**config.mk**
```make
export PLATFORM = sky130hd
export DESIGN_NAME = acc_to_bf16_flat
export DESIGN_NICKNAME = d
export VERILOG_FILES = /design/src/rtl/npu_fp_pkg.sv /design/src/rtl/acc_to_bf16_if.sv /design/src/rtl/find_leading_one.sv /design/src/rtl/acc_to_bf16.sv /design/src/flat_wrapper.sv
export SDC_FILE = /design/constraint.sdc
export NUM_CORES = 1
export LEC_CHECK = 0
export ABC_AREA = 1
export CAP_MARGIN = 25
export CORE_MARGIN = 2
export CORE_UTILIZATION = 30
export DETAILED_ROUTE_END_ITERATION = 7
export HOLD_SLACK_MARGIN = 0.02
export SLEW_MARGIN = 30
export SYNTH_ARGS = -nofsm -noshare
export SYNTH_HDL_FRONTEND = slang
export SYNTH_SLANG_ARGS = --single-unit
```
**constraint.sdc**
```tcl
create_clock -name i_clk -period 6.6 [get_ports i_clk]
set_input_delay 0.99 -clock i_clk [delete_from_list [all_inputs] [get_ports i_clk]]
set_output_delay 0.99 -clock i_clk [all_outputs]
set_load 0.01 [all_outputs]
```
**src/rtl/npu_fp_pkg.sv**
```systemverilog
// -----------------------------------------------------------------------------
// npu_fp_pkg
//   Shared floating-point definitions for the NPU output path.
//   - BF16_EXP_BIAS / BF16_EXP_MAX : bfloat16 exponent bias and the all-ones
//     exponent code used for infinity.
//   - EXP_WIDTH : width of the signed intermediate exponent. It is wide enough
//     for 158 - 31 + (-128) = -1 up to 158 + 127 = 285 without wrapping.
//   - bf16_t : packed bfloat16 word {sign, exp, mant}.
// -----------------------------------------------------------------------------
package npu_fp_pkg;

    localparam int BF16_EXP_BIAS = 127;
    localparam int BF16_EXP_MAX  = 255;
    localparam int EXP_WIDTH     = 10;

    typedef struct packed {
        logic       sign;
        logic [7:0] exp;
        logic [6:0] mant;
    } bf16_t;

endpackage

```
**src/rtl/acc_to_bf16_if.sv**
```systemverilog
// -----------------------------------------------------------------------------
// acc_to_bf16_if
//   Bundles the upstream (accumulator drain) and downstream (writeback buffer)
//   valid/ready channels of the accumulator-to-bf16 converter.
//   Upstream  : i_valid, o_ready, i_acc[ACC_WIDTH], i_scale_exp[SCALE_WIDTH]
//   Downstream: o_valid, i_ready, o_bf16[16], o_sat
//   Modports:
//     slave  - the converter (consumes i_*, produces o_*)
//     master - the environment around it (produces i_*, consumes o_*)
// -----------------------------------------------------------------------------
interface acc_to_bf16_if #(
    parameter int ACC_WIDTH   = 32,
    parameter int SCALE_WIDTH = 8
) ();

    logic                   i_valid;
    logic                   o_ready;
    logic [ACC_WIDTH-1:0]   i_acc;
    logic [SCALE_WIDTH-1:0] i_scale_exp;

    logic                   o_valid;
    logic                   i_ready;
    logic [15:0]            o_bf16;
    logic                   o_sat;

    modport slave (
        input  i_valid, i_acc, i_scale_exp, i_ready,
        output o_ready, o_valid, o_bf16, o_sat
    );

    modport master (
        output i_valid, i_acc, i_scale_exp, i_ready,
        input  o_ready, o_valid, o_bf16, o_sat
    );

endinterface

```
**src/rtl/find_leading_one.sv**
```systemverilog
// -----------------------------------------------------------------------------
// find_leading_one
//   Purely combinational leading-zero counter.
//   i_data   [WIDTH]     : word to scan
//   o_result [BIT_WIDTH] : number of zeros above the most significant set bit
//                          (0..WIDTH-1); 0 when i_data is zero, which callers
//                          must qualify separately.
// -----------------------------------------------------------------------------
module find_leading_one #(
    parameter int WIDTH     = 32,
    parameter int BIT_WIDTH = 5
) (
    input  logic [WIDTH-1:0]     i_data,
    output logic [BIT_WIDTH-1:0] o_result
);

    // Scan from LSB upward so the highest set bit is the last one to write
    // the result, giving MSB priority without a nested priority chain.
    always_comb begin
        // NOTE: every always_comb output gets a default first; a path that
        // leaves it unassigned would otherwise infer a latch.
        o_result = '0;
        for (int i = 0; i < WIDTH; i++) begin
            if (i_data[i]) begin
                o_result = BIT_WIDTH'(WIDTH - 1 - i);
            end
        end
    end

endmodule

```
**src/rtl/acc_to_bf16.sv**
```systemverilog
// -----------------------------------------------------------------------------
// acc_to_bf16
//   Three-stage valid/ready pipeline converting a signed accumulator to
//   bfloat16, scaled by 2^i_scale_exp, with round-to-nearest-even,
//   saturation to +/-inf and flush-to-signed-zero (no subnormals).
//   i_clk, i_rstn : clock, asynchronous active-low reset
//   bus (slave)   : i_valid/o_ready/i_acc/i_scale_exp upstream,
//                   o_valid/i_ready/o_bf16/o_sat downstream
//   S1 captures sign/magnitude, S2 normalises, S3 rounds and packs into the
//   output register. Each stage refills as soon as it empties or drains, so
//   bubbles collapse even while the output is stalled.
// -----------------------------------------------------------------------------
module acc_to_bf16
    import npu_fp_pkg::*;
#(
    parameter int ACC_WIDTH   = 32,
    parameter int SCALE_WIDTH = 8
) (
    input logic          i_clk,
    input logic          i_rstn,
    acc_to_bf16_if.slave bus
);

    localparam int LZC_WIDTH = $clog2(ACC_WIDTH);
    // Exponent of a value whose leading one sits at bit ACC_WIDTH-1.
    localparam int E_BASE    = BF16_EXP_BIAS + ACC_WIDTH - 1;

    localparam logic signed [EXP_WIDTH-1:0] E_SAT  = EXP_WIDTH'(BF16_EXP_MAX);
    localparam logic signed [EXP_WIDTH-1:0] E_ZERO = '0;

    // ---------------------------------------------------------------- control
    logic v1_q, v2_q, v3_q;
    logic v1_d, v2_d, v3_d;
    logic load1, load2, load3, unload3;

    assign unload3     = v3_q & bus.i_ready;
    assign load3       = v2_q & (~v3_q | unload3);
    assign load2       = v1_q & (~v2_q | load3);
    // Combinational through i_ready: a full pipe can still accept when the
    // downstream drains this cycle.
    assign bus.o_ready = ~v1_q | load2;
    assign load1       = bus.i_valid & bus.o_ready;

    always_comb begin
        v1_d = v1_q;
        v2_d = v2_q;
        v3_d = v3_q;
        if (load1)        v1_d = 1'b1;
        else if (load2)   v1_d = 1'b0;
        if (load2)        v2_d = 1'b1;
        else if (load3)   v2_d = 1'b0;
        if (load3)        v3_d = 1'b1;
        else if (unload3) v3_d = 1'b0;
    end

    // ---------------------------------------------------------------- S1
    logic                   sign1_q;
    logic                   zero1_q;
    logic [ACC_WIDTH-1:0]   mag1_q;
    logic [SCALE_WIDTH-1:0] scale1_q;

    // NOTE: pure datapath registers carry no reset; they are only ever read
    // when their stage valid is set, and the valids are reset.
    always_ff @(posedge i_clk) begin
        if (load1) begin
            sign1_q  <= bus.i_acc[ACC_WIDTH-1];
            // Unsigned negate: the most negative input maps to 0x8000_0000.
            mag1_q   <= bus.i_acc[ACC_WIDTH-1] ? -bus.i_acc : bus.i_acc;
            zero1_q  <= (bus.i_acc == '0);
            scale1_q <= bus.i_scale_exp;
        end
    end

    // ---------------------------------------------------------------- S2
    logic [LZC_WIDTH-1:0]        lzc;
    logic signed [EXP_WIDTH-1:0] e_pre_d;

    find_leading_one #(
        .WIDTH    (ACC_WIDTH),
        .BIT_WIDTH(LZC_WIDTH)
    ) u_find_leading_one (
        .i_data  (mag1_q),
        .o_result(lzc)
    );

    // Sign-extending the scale via a size cast of its signed view.
    assign e_pre_d = EXP_WIDTH'(E_BASE) - EXP_WIDTH'(lzc)
                   + EXP_WIDTH'(signed'(scale1_q));

    logic                        sign2_q;
    logic                        zero2_q;
    logic [ACC_WIDTH-2:0]        norm2_q;   // normalised magnitude, hidden bit dropped
    logic signed [EXP_WIDTH-1:0] e2_q;

    always_ff @(posedge i_clk) begin
        if (load2) begin
            sign2_q <= sign1_q;
            zero2_q <= zero1_q;
            norm2_q <= (ACC_WIDTH-1)'(mag1_q << lzc);
            e2_q    <= e_pre_d;
        end
    end

    // ---------------------------------------------------------------- S3
    logic [6:0]                  mant;
    logic                        guard;
    logic                        sticky;
    logic                        round_up;
    logic [7:0]                  mant_rnd;
    logic signed [EXP_WIDTH-1:0] e_fin;
    bf16_t                       res_d;
    logic                        sat_d;

    always_comb begin
        mant     = norm2_q[ACC_WIDTH-2 -: 7];
        guard    = norm2_q[ACC_WIDTH-9];
        sticky   = |norm2_q[ACC_WIDTH-10:0];
        round_up = guard & (sticky | mant[0]);
        mant_rnd = {1'b0, mant} + {7'b0, round_up};
        // A carry out of the 7-bit mantissa leaves mant_rnd[6:0] == 0 and
        // bumps the exponent by one.
        e_fin    = e2_q + EXP_WIDTH'(mant_rnd[7]);

        res_d    = '0;
        sat_d    = 1'b0;
        if (zero2_q) begin
            res_d = '0;
        end else if (e_fin >= E_SAT) begin
            res_d.sign = sign2_q;
            res_d.exp  = '1;
            sat_d      = 1'b1;
        end else if (e_fin <= E_ZERO) begin
            res_d.sign = sign2_q;
        end else begin
            res_d.sign = sign2_q;
            res_d.exp  = e_fin[7:0];
            res_d.mant = mant_rnd[6:0];
        end
    end

    bf16_t bf16_q;
    logic  sat_q;

    // NOTE: state registers use non-blocking assignments so every flop
    // samples the pre-edge values regardless of process order.
    always_ff @(posedge i_clk or negedge i_rstn) begin
        if (!i_rstn) begin
            v1_q   <= 1'b0;
            v2_q   <= 1'b0;
            v3_q   <= 1'b0;
            bf16_q <= '0;
            sat_q  <= 1'b0;
        end else begin
            v1_q <= v1_d;
            v2_q <= v2_d;
            v3_q <= v3_d;
            if (load3) begin
                bf16_q <= res_d;
                sat_q  <= sat_d;
            end
        end
    end

    assign bus.o_valid = v3_q;
    assign bus.o_bf16  = bf16_q;
    assign bus.o_sat   = sat_q;

endmodule
```
**src/flat_wrapper.sv**
```systemverilog
// flat-port wrapper written by rule: the top's interface ports become plain ports
module acc_to_bf16_flat import npu_fp_pkg::*;
#(
    parameter int ACC_WIDTH   = 32,
    parameter int SCALE_WIDTH = 8
)
  (i_clk, i_rstn, bus_i_valid, bus_i_acc, bus_i_scale_exp, bus_i_ready, bus_o_ready, bus_o_valid, bus_o_bf16, bus_o_sat);
  acc_to_bf16_if #(.ACC_WIDTH(ACC_WIDTH), .SCALE_WIDTH(SCALE_WIDTH)) bus_i ();
  input logic i_clk;
  input logic i_rstn;
  input wire logic [$bits(bus_i.i_valid)-1:0] bus_i_valid;
  input wire logic [$bits(bus_i.i_acc)-1:0] bus_i_acc;
  input wire logic [$bits(bus_i.i_scale_exp)-1:0] bus_i_scale_exp;
  input wire logic [$bits(bus_i.i_ready)-1:0] bus_i_ready;
  output wire logic [$bits(bus_i.o_ready)-1:0] bus_o_ready;
  output wire logic [$bits(bus_i.o_valid)-1:0] bus_o_valid;
  output wire logic [$bits(bus_i.o_bf16)-1:0] bus_o_bf16;
  output wire logic [$bits(bus_i.o_sat)-1:0] bus_o_sat;
  assign bus_i.i_valid = bus_i_valid;
  assign bus_i.i_acc = bus_i_acc;
  assign bus_i.i_scale_exp = bus_i_scale_exp;
  assign bus_i.i_ready = bus_i_ready;
  assign bus_o_ready = bus_i.o_ready;
  assign bus_o_valid = bus_i.o_valid;
  assign bus_o_bf16 = bus_i.o_bf16;
  assign bus_o_sat = bus_i.o_sat;
  acc_to_bf16 #(.ACC_WIDTH(ACC_WIDTH), .SCALE_WIDTH(SCALE_WIDTH)) u_core (.i_clk(i_clk), .i_rstn(i_rstn), .bus(bus_i));
endmodule
```
==> results of run 1 <==
[critical path: cells and delay by family, from the launching register on]
kind            cells  cell delay [ps]
buf+inv             3             1190
compound gates      9             1370
fa+ha+maj           2              920
simple gates       12              790
flops               1              450
xor+xnor            2              320
[layer usage]
layer	up-vias	wire length (um)
li1	3127	-
met4	0	248
met1	2637	7940
met3	17	892
met5	-	0
met2	173	6710
[power groups by stage]
stage | Sequential (mW) | Combinational (mW) | Clock, mW
global route | 1.22 | 1.30 | 0.555
detailed placement | 1.21 | 1.13 | 0
floorplan | 1.19 | 0.785 | 0
global placement | 1.20 | 1.13 | 0
finish | 1.19 | 1.13 | 0.512
CTS | 1.20 | 1.13 | 0.530
[layout make-up]
cell class	count	area, um2	area share [%]
Multi-Input combinational cell	660	3360	41.4
Sequential cell	105	3050	37.6
Clock inverter	7	63.8	0.786
Clock buffer	9	225	2.77
Tap cell	285	357	4.39
Timing Repair Buffer	69	668	8.23
Inverter	104	390	4.81
[per-stage QoR]
step / total power, mW / cell area [um2] / setup WS (ps)
floorplan: 1.98 / 6980 / 2680
global placement: 2.33 / 7840 / 1790
detailed placement: 2.34 / 7840 / 1760
CTS: 2.86 / 8130 / 1730
global route: 3.08 / 8120 / 777
finish: 2.83 / 8120 / 1290
[final timing paths]
| path | start | to | slack [ps] | depth (start not counted) |
|---|---|---|---|---|
| max | u_core.mag1_q[0]$_DFFE_PP_ | u_core.e2_q[9]$_DFFE_PP_ | 1290 | 28 |
| min | u_core.zero1_q$_DFFE_PP_ | u_core.zero2_q$_DFFE_PP_ | 430 | 0 |
| max reg2reg | u_core.mag1_q[0]$_DFFE_PP_ | u_core.e2_q[9]$_DFFE_PP_ | 1290 | 28 |
| min reg2reg | u_core.zero1_q$_DFFE_PP_ | u_core.zero2_q$_DFFE_PP_ | 430 | 0 |
| max in group asynchronous | i_rstn | u_core.bus.o_bf16[0]$_DFFE_PN0P_ | 5710 | 1 |
| min in group asynchronous | i_rstn | u_core.bus.o_bf16[13]$_DFFE_PN0P_ | 570 | 1 |
[cells in the final DEF (no fill, tap or decap), types with 2 or more instances in the layout]
cell type        count
xor2_1              36
clkdlybuf4s50_1     61
o211ai_1             4
inv_1              101
nor3_2               2
dfrtp_1             20
nand3_1            195
o31ai_1              5
inv_8                2
a31oi_1              2
ha_1                14
nand2_2              2
nor2_1              67
nor4_1              11
buf_4                7
xnor2_1             11
edfxtp_1            85
nand2_1            224
nand3b_1             2
nor3_1              22
and3_1               2
nand4_1             11
a22o_1               2
o21ai_1              2
o21ai_0             20
or2_2                3
clkbuf_16            9
clkinv_1             4
a21oi_1             14
[logic make-up after synthesis]
group,Yosys count
fa+ha+maj,15
buf+inv,139
flops,105
compound gates,53
xor+xnor,47
simple gates,545
[registers in the layout (all words and copies together), names as in the netlist, 8 cells and up]
name               count
u_core.mag1_q         32
u_core.scale1_q        8
u_core.e2_q           10
u_core.norm2_q        31
u_core.bus.o_bf16     16
==> out/summary.txt, run 1 <==
Post-DP HPWL - 12,200 um
CP arrival - 5410 ps
Setup Fix Bufs, Post-CTS - 0
Hold Fails Final Rpt - 0
I/O pins - 63
Distinct cells, synth - 39
EDFF count, synth - 85
Layout Skew - 9.73 ps
Share of the clock period used by the worst path - 80.4%
GR Util met3 - 2.46%
Hold WS - 433 ps
Die height - 157 um
Initial antenna violation count - 0
Largest net degree at the start of global routing - 44
Final setup TNS - 0 ps
Async S/R FF share, synth - 19.0%
Unrepaired setup endpoints after global routing - false
CP startpoint kind - flop
Final Non-Filler Cells - 1,239
Final Setup Violations - 0
Nets - 1,008
Clock power frac - 18.1%
Clock sinks - 105
Starting density of the core - 30.7%
Width of the die - 157 um
CTS-repair resized insts - 0
Drt total wl - 15,800 um
Overflow left after global routing - 0
Number of CTS-inserted buffers - 9
DRT iter0 DRCs - 387
Seq/Total Area, Yosys - 43.7%
Critical path's most frequent cell - nand2_1
Fill count - 2,397
Post-synthesis adder-cell area fraction - 2.80%
Die area - 24,500 um2
Ys Warns - 0
Global-route wire length before repair - 26,100 um
Diode count - 0
Yosys top cell area share - 36.6%
LEAKAGE - 3.53 nW
Seq pwr share - 42.0%
CTS tree - yes
Syn_nets - 963
Clk_lat worst skew - 360 ps
Via density - 4.81
Core Region - 22,700 um2
Vias - 5,954
Most frequent cell after synthesis - nand2_1
Hold Crit Class - reg -> reg
Layout Area Growth over Synthesis - 16.3%
Syn Area/Cell - 7.72 um2
CTS H-tree depth - 3
Mux cell area share after synthesis - 0%
Met2 Track Usage GR - 20.0%
Initial DRT Pass Iterations - 6
Post-Synthesis Cells - 904
Fmax - 188 MHz
Crit-path max cell delay - 810 ps
Xor and xnor fraction of the mapped netlist area - 5.90%
GR Util met1 - 19.4%
VDD IR-drop max - 0.000159 V
#FFs+latches synth - 105
GRT Resource Usage Total - 13.3%
Status - complete, no violations
Largest family of logic cells by synthesized area - simple AND/OR/NAND/NOR gates
Ranking of synthesized cells by area - edfxtp_1, nand3_1, nand2_1
CP max stage cell - clkinv_1
Busiest layer in global routing - met2
Critical path class - reg -> reg
Clock transition at the registers of the reported paths - 70 ps
P_int - 1.73 mW
GP Congestion - 0.874
Sw Pwr - 1.10 mW
Ys flop type - edfxtp_1
Simple-gate portion of the synthesized area - 35.0%
Fin util - 35.8%
Sw Ratio - 38.9%
IO buf count - 62
Cts hold-fix bufs - 0
Final ANT Viol Nets - 0
Post-Syn Area - 6980 um2
Combinational Power Share - 39.9%
Placed instance count - 1,223
Drt drc - 0
Post-layout min period - 5310 ps
Worst Path Max Fanout - 33
Row count - 55
Synth Area in Compound Gates - 4.45%
Top cells by count, synth - nand2_1, nand3_1, inv_1, edfxtp_1, nor2_1
Vias in the first global route - 5,216
Critical Path End Type - flop
Power per cell area - 349 nW/um2
Crit path required time - 6700 ps
Share of post-route cells with drive strength above 1 - 3.56%
Actual slew at the worst max-slew pin - 973 ps
Clk buf depth - 2
Relative slew slack - 34.6%
Top cell type by total area after synthesis - edfxtp_1
Fin. max-slew vios - 0
Routed wire per std cell - 12.7 um
Root Buffer - clkbuf_16
Max Cap Viol - 0
Power figures use the tool's default switching activity.
==> run 2, diff against run 1 <==
==> constraint.sdc (replaced) <==
create_clock -name i_clk -period 4.8 [get_ports i_clk]
set_input_delay 0.72 -clock i_clk [delete_from_list [all_inputs] [get_ports i_clk]]
set_output_delay 0.72 -clock i_clk [all_outputs]
set_load 0.01 [all_outputs]
==> run 2 against run 1 <==
  * Cell count rose by 0.48%
  * Core utilization grew 0.18 points
  * Power increased by 39%
  * Via count is 0.62% higher
  * Clock skew down 2.7 ps
  * Critical path depth increased by 13
  * Cell area grew 0.51%
  * Sequential power is 38% higher
  * First-iteration DRC count fell by 2.8%
  * Worst hold slack got worse by 130 ps
  * Combinational power rose by 40%
  * Largest cell class unchanged
  * Highest routed layer unchanged
==> out/summary.txt, run 2 (synthesized netlist as in run 1, its figures left out) <==
CP startpoint kind - flop
CTS tree - yes
Clk_lat worst skew - 350 ps
VDD IR-drop max - 0.000186 V
Crit path to - u_core.e2_q[9]$_DFFE_PP_
I/O pins - 63
Critical path class - reg -> reg
GRT Resource Usage Total - 13.4%
Most common cell after layout, fill and taps aside - nand2_1
Initial DRT Pass Iterations - 5
Row count - 55
DR top layer - met4
Drt total wl - 15,700 um
Width of the die - 157 um
Vias in the first global route - 5,453
Unrepaired setup endpoints after global routing - false
Die height - 157 um
R2r setup slk - 620 ps
Largest net degree at the start of global routing - 44
Global-route wire length before repair - 26,500 um
Initial antenna violation count - 0
Layout Skew - 7.05 ps
Met3 WL - 790 um
Starting density of the core - 30.7%
DRT iter0 DRCs - 376
Post-DP HPWL - 12,200 um
Layout Area Growth over Synthesis - 16.9%
Share of the clock period used by the worst path - 87.1%
Max reg flops - 32
Routed wire per std cell - 12.6 um
Die area - 24,500 um2
Setup crit start - u_core.mag1_q[0]$_DFFE_PP_
GP Congestion - 0.927
Worst Path Max Fanout - 20
FF-to-FF End - u_core.e2_q[9]$_DFFE_PP_
Nets - 1,014
Clock transition at the registers of the reported paths - 70 ps
Fill count - 2,405
Met2 wire length - 6690 um
Hold Fails Final Rpt - 0
Crit path required time - 4900 ps
Drt drc - 0
Overflow left after global routing - 0
Critical Path End Type - flop
Placed cell areas - 7880 um2
CTS H-tree depth - 3
Diode count - 0
Via density - 4.81
Final Cell Area - 8160 um2
Status - complete, no violations
Final setup TNS - 0 ps
Fmax - 239 MHz
Share of post-route cells with drive strength above 1 - 4.17%
Final ANT Viol Nets - 0
Hold Crit Class - in -> async
Register Area - 3050 um2
Power per cell area - 481 nW/um2
CP arrival - 4280 ps
Relative slew slack - 35.9%
LEAKAGE - 3.56 nW
Total power - 3.93 mW
Clk buf depth - 2
Fin. max-slew vios - 0
Cts hold-fix bufs - 0
Vias - 5,991
Reg2reg path depth - 41
Number of CTS-inserted buffers - 9
Core Region - 22,700 um2
Root Buffer - clkbuf_16
Most frequent cells in the layout - nand2_1, nand3_1, inv_1
Critical path's most frequent cell - nand2_1
Max Cap Viol - 0
Multi-input gate area - 3360 um2
CP max stage cell - edfxtp_1
CTS-repair resized insts - 0
Met1 wire length - 7920 um
Setup Fix Bufs, Post-CTS - 0
Worst R2R Start - u_core.mag1_q[0]$_DFFE_PP_
IO buf count - 62
Clock sinks - 105
Post-layout min period - 4180 ps
Crit-path max cell delay - 460 ps
Final Setup Violations - 0
Actual slew at the worst max-slew pin - 954 ps
Register bank with the most flops - u_core.mag1_q
run 2: metrics by stage:
step | instances | utilization (%) | hold WS [ps] | setup WS (ps)
floorplan | 904 | - | 400 | 882
global placement | 1229 | 34.7 | 404 | 655
detailed placement | 1229 | 34.7 | 427 | 619
CTS | 1245 | 36.0 | 443 | 608
global route | 1245 | 35.9 | 329 | 67.5
finish | 1245 | 35.9 | 298 | 620
run 2: layout make-up:
class                      count  area share (%)
timing repair buffer          75            8.74
sequential                   105            37.4
clock inverter                 5           0.414
inverter                     104            4.78
multi-input combinational    660            41.2
tap                          285            4.37
clock buffer                  11            3.11
run 2: critical path: cells and delay by family, from the launching register on:
kind | cells | cell delay (ps)
compound gates | 6 | 890
xor+xnor | 2 | 310
fa+ha+maj | 2 | 570
flops | 1 | 460
simple gates | 31 | 1670
run 2: layer usage:
| layer | up-vias | track usage [%] |
|---|---|---|
| met2 | 166 | 20.6 |
| met3 | 15 | 2.38 |
| met5 | - | 0 |
| met1 | 2669 | 19.3 |
| met4 | 0 | 4.15 |
| li1 | 3141 | - |
run 2: how the worst min path moves through the flow:
stage,to,slack (ps),depth (start not counted)
final,u_core.bus.o_bf16[13]$_DFFE_PN0P_,300,1
after floorplan,u_core.sign2_q$_DFFE_PP_,400,0
after global placement,u_core.zero2_q$_DFFE_PP_,400,0
after global routing,u_core.bus.o_bf16[13]$_DFFE_PN0P_,330,1
after detailed placement,u_core.zero2_q$_DFFE_PP_,430,0
after CTS,u_core.zero2_q$_DFFE_PP_,440,0
run 2: power by group:
group          switching [mW]  internal (mW)  total, mW
combinational           0.989          0.586       1.58
clock                   0.326          0.386      0.711
sequential              0.191           1.45       1.64
total                    1.51           2.42       3.93
==> run 3, diff against run 2 <==
--- a/config.mk
+++ b/config.mk
@@ -9,7 +9,10 @@
 export CAP_MARGIN = 25
 export CORE_MARGIN = 2
 export CORE_UTILIZATION = 30
+export CTS_BUF_LIST = sky130_fd_sc_hd__clkbuf_4
+export CTS_CLUSTER_SIZE = 30
 export DETAILED_ROUTE_END_ITERATION = 7
+export GPL_TIMING_DRIVEN = 0
 export HOLD_SLACK_MARGIN = 0.02
 export SLEW_MARGIN = 30
 export SYNTH_ARGS = -nofsm -noshare
==> run 3 against run 2 <==
  * Via count up 3.3%
  * Largest cell class unchanged
  * Clock-buffer cell count down 2
  * Routed wire length up 15%
  * Critical path depth down 13
  * Cell count up 2.6%
  * Power down 3.9%
  * Clock power down 36%
  * Core utilization up 0.15 points
  * Sequential share of layout area down 0.16 points
  * Worst hold slack worse by 170 ps
  * Flip-flop and latch count unchanged
==> out/summary.txt, run 3 (synthesized netlist as in run 1, its figures left out) <==
Largest net degree at the start of global routing - 34
GRT Resource Usage Total - 15.2%
Clk buf depth - 2
Routed wire per std cell - 14.1 um
Vias in the first global route - 5,634
Clock transition at the registers of the reported paths - 190 ps
Hold Fails Final Rpt - 0
Worst setup margin - 488 ps
Reg2reg path depth - 28
Critical path class - reg -> reg
Register bank with the most flops - u_core.mag1_q
Clock power frac - 12.0%
GR Util met1 - 21.0%
Layout Skew - 29.9 ps
Max reg flops - 32
Busiest layer in global routing - met2
Most frequent cells in the layout - nand2_1, nand3_1, inv_1
CTS tree - yes
Actual slew at the worst max-slew pin - 1030 ps
LEAKAGE - 3.56 nW
Combinational Power Share - 44.9%
Clock sinks - 105
GP Congestion - 0.949
Initial antenna violation count - 1
Critical path's most frequent cell - nand2_1
GR Util met3 - 2.05%
Sw Ratio - 41.7%
Worst R2R Start - u_core.mag1_q[0]$_DFFE_PP_
Max Cap Viol - 0
CP max stage cell - edfxtp_1
Final Setup Violations - 0
Die area - 24,500 um2
Relative slew slack - 30.5%
Die height - 157 um
Met2 Track Usage GR - 24.1%
Worst Path Max Fanout - 8
Unrepaired setup endpoints after global routing - false
Fin util - 36.1%
Seq pwr share - 43.1%
Row count - 55
Root Buffer - clkbuf_4
P_int - 2.20 mW
Clk_lat worst skew - 500 ps
Hold Crit Class - in -> async
CTS H-tree depth - 3
Total power - 3.77 mW
Core Region - 22,700 um2
DRT iter0 DRCs - 398
Global-route wire length before repair - 29,100 um
Status - complete, no violations
Sw Pwr - 1.58 mW
CP startpoint kind - flop
Share of post-route cells with drive strength above 1 - 5.45%
Most common cell after layout, fill and taps aside - nand2_1
Pre-CTS WS - 187 ps
CP arrival - 4580 ps
Post-layout min period - 4310 ps
Number of CTS-inserted buffers - 9
Fin. max-slew vios - 0
Cts hold-fix bufs - 0
Final ANT Viol Nets - 0
IO buf count - 62
Initial DRT Pass Iterations - 5
I/O pins - 63
Post-DP HPWL - 14,500 um
Layout Area Growth over Synthesis - 17.4%
Setup crit start - u_core.mag1_q[0]$_DFFE_PP_
Final setup TNS - 0 ps
Crit-path max cell delay - 430 ps
Via density - 4.85
Starting density of the core - 30.7%
Overflow left after global routing - 0
Drt drc - 0
Critical Path End Type - flop
Nets - 1,045
Share of the clock period used by the worst path - 89.8%
VDD IR-drop max - 0.000184 V
Fmax - 232 MHz
Width of the die - 157 um
Power per cell area - 460 nW/um2
Drt total wl - 18,000 um
Crit path required time - 5070 ps
Vias - 6,188
==> run 3: cell types whose count changed in the layout (fill, tap and decap cells not counted), sizes merged <==
cell / delta
clkbuf: +16
buf: +13
clkinvlp: +1
diode: +1
inv: +1
==> run 3: repair_timing <==
item,in CTS,in global routing
buffers inserted,0,8
resized for setup,0,4
endpoints found under the setup margin,0,3
==> run 3: power groups by stage <==
stage | clock (mW) | combinational [mW] | sequential, mW
finish | 0.453 | 1.69 | 1.63
global route | 0.514 | 1.92 | 1.68
CTS | 0.477 | 1.67 | 1.64
detailed placement | 0 | 1.66 | 1.66
global placement | 0 | 1.62 | 1.66
floorplan | 0 | 1.08 | 1.64
==> run 3: final timing paths <==
| path | slack, ps | end |
|---|---|---|
| min in group i_clk | 490 | u_core.bus.o_bf16[15]$_DFFE_PN0P_ |
| max in group asynchronous | 4350 | u_core.bus.o_bf16[1]$_DFFE_PN0P_ |
| max reg2reg | 490 | u_core.e2_q[9]$_DFFE_PP_ |
| min reg2reg | 490 | u_core.bus.o_bf16[15]$_DFFE_PN0P_ |
| min | 130 | u_core.bus.o_bf16[9]$_DFFE_PN0P_ |
| max | 490 | u_core.e2_q[9]$_DFFE_PP_ |
==> run 3: final cells by class <==
type / count / area (um2)
Tap cell: 285 / 357
Clock buffer: 9 / 67.6
Inverter: 104 / 394
Clock inverter: 7 / 68.8
Multi-Input combinational cell: 660 / 3370
Sequential cell: 105 / 3050
Buffer: 34 / 173
Antenna cell: 1 / 2.50
Fill cell: 2481 / 14500
Timing Repair Buffer: 72 / 716
==> run 3: through the flow <==
step	cell area [um2]	cells	hold slack [ps]
final	8200	1277	126
after global placement	7960	1251	447
after CTS	8130	1269	491
after global routing	8200	1277	122
after floorplan	6980	904	400
after detailed placement	8000	1253	462
==> run 3: metal layers <==
metal  vias up  routed length, um
met5         -                  0
met4         0                391
met3        24                873
met2       176               8090
met1      2785               8680
li1       3203                  -
==> run 3: critical path: cells and delay by family, from the launching register on <==
kind | cells | cell delay [ps]
buffers and inverters | 3 | 430
adder cells (fa/ha/maj) | 2 | 610
XOR/XNOR | 2 | 330
flip-flops | 1 | 430
AND/OR/NAND/NOR | 12 | 880
AO/OA/AOI/OAI | 9 | 1400
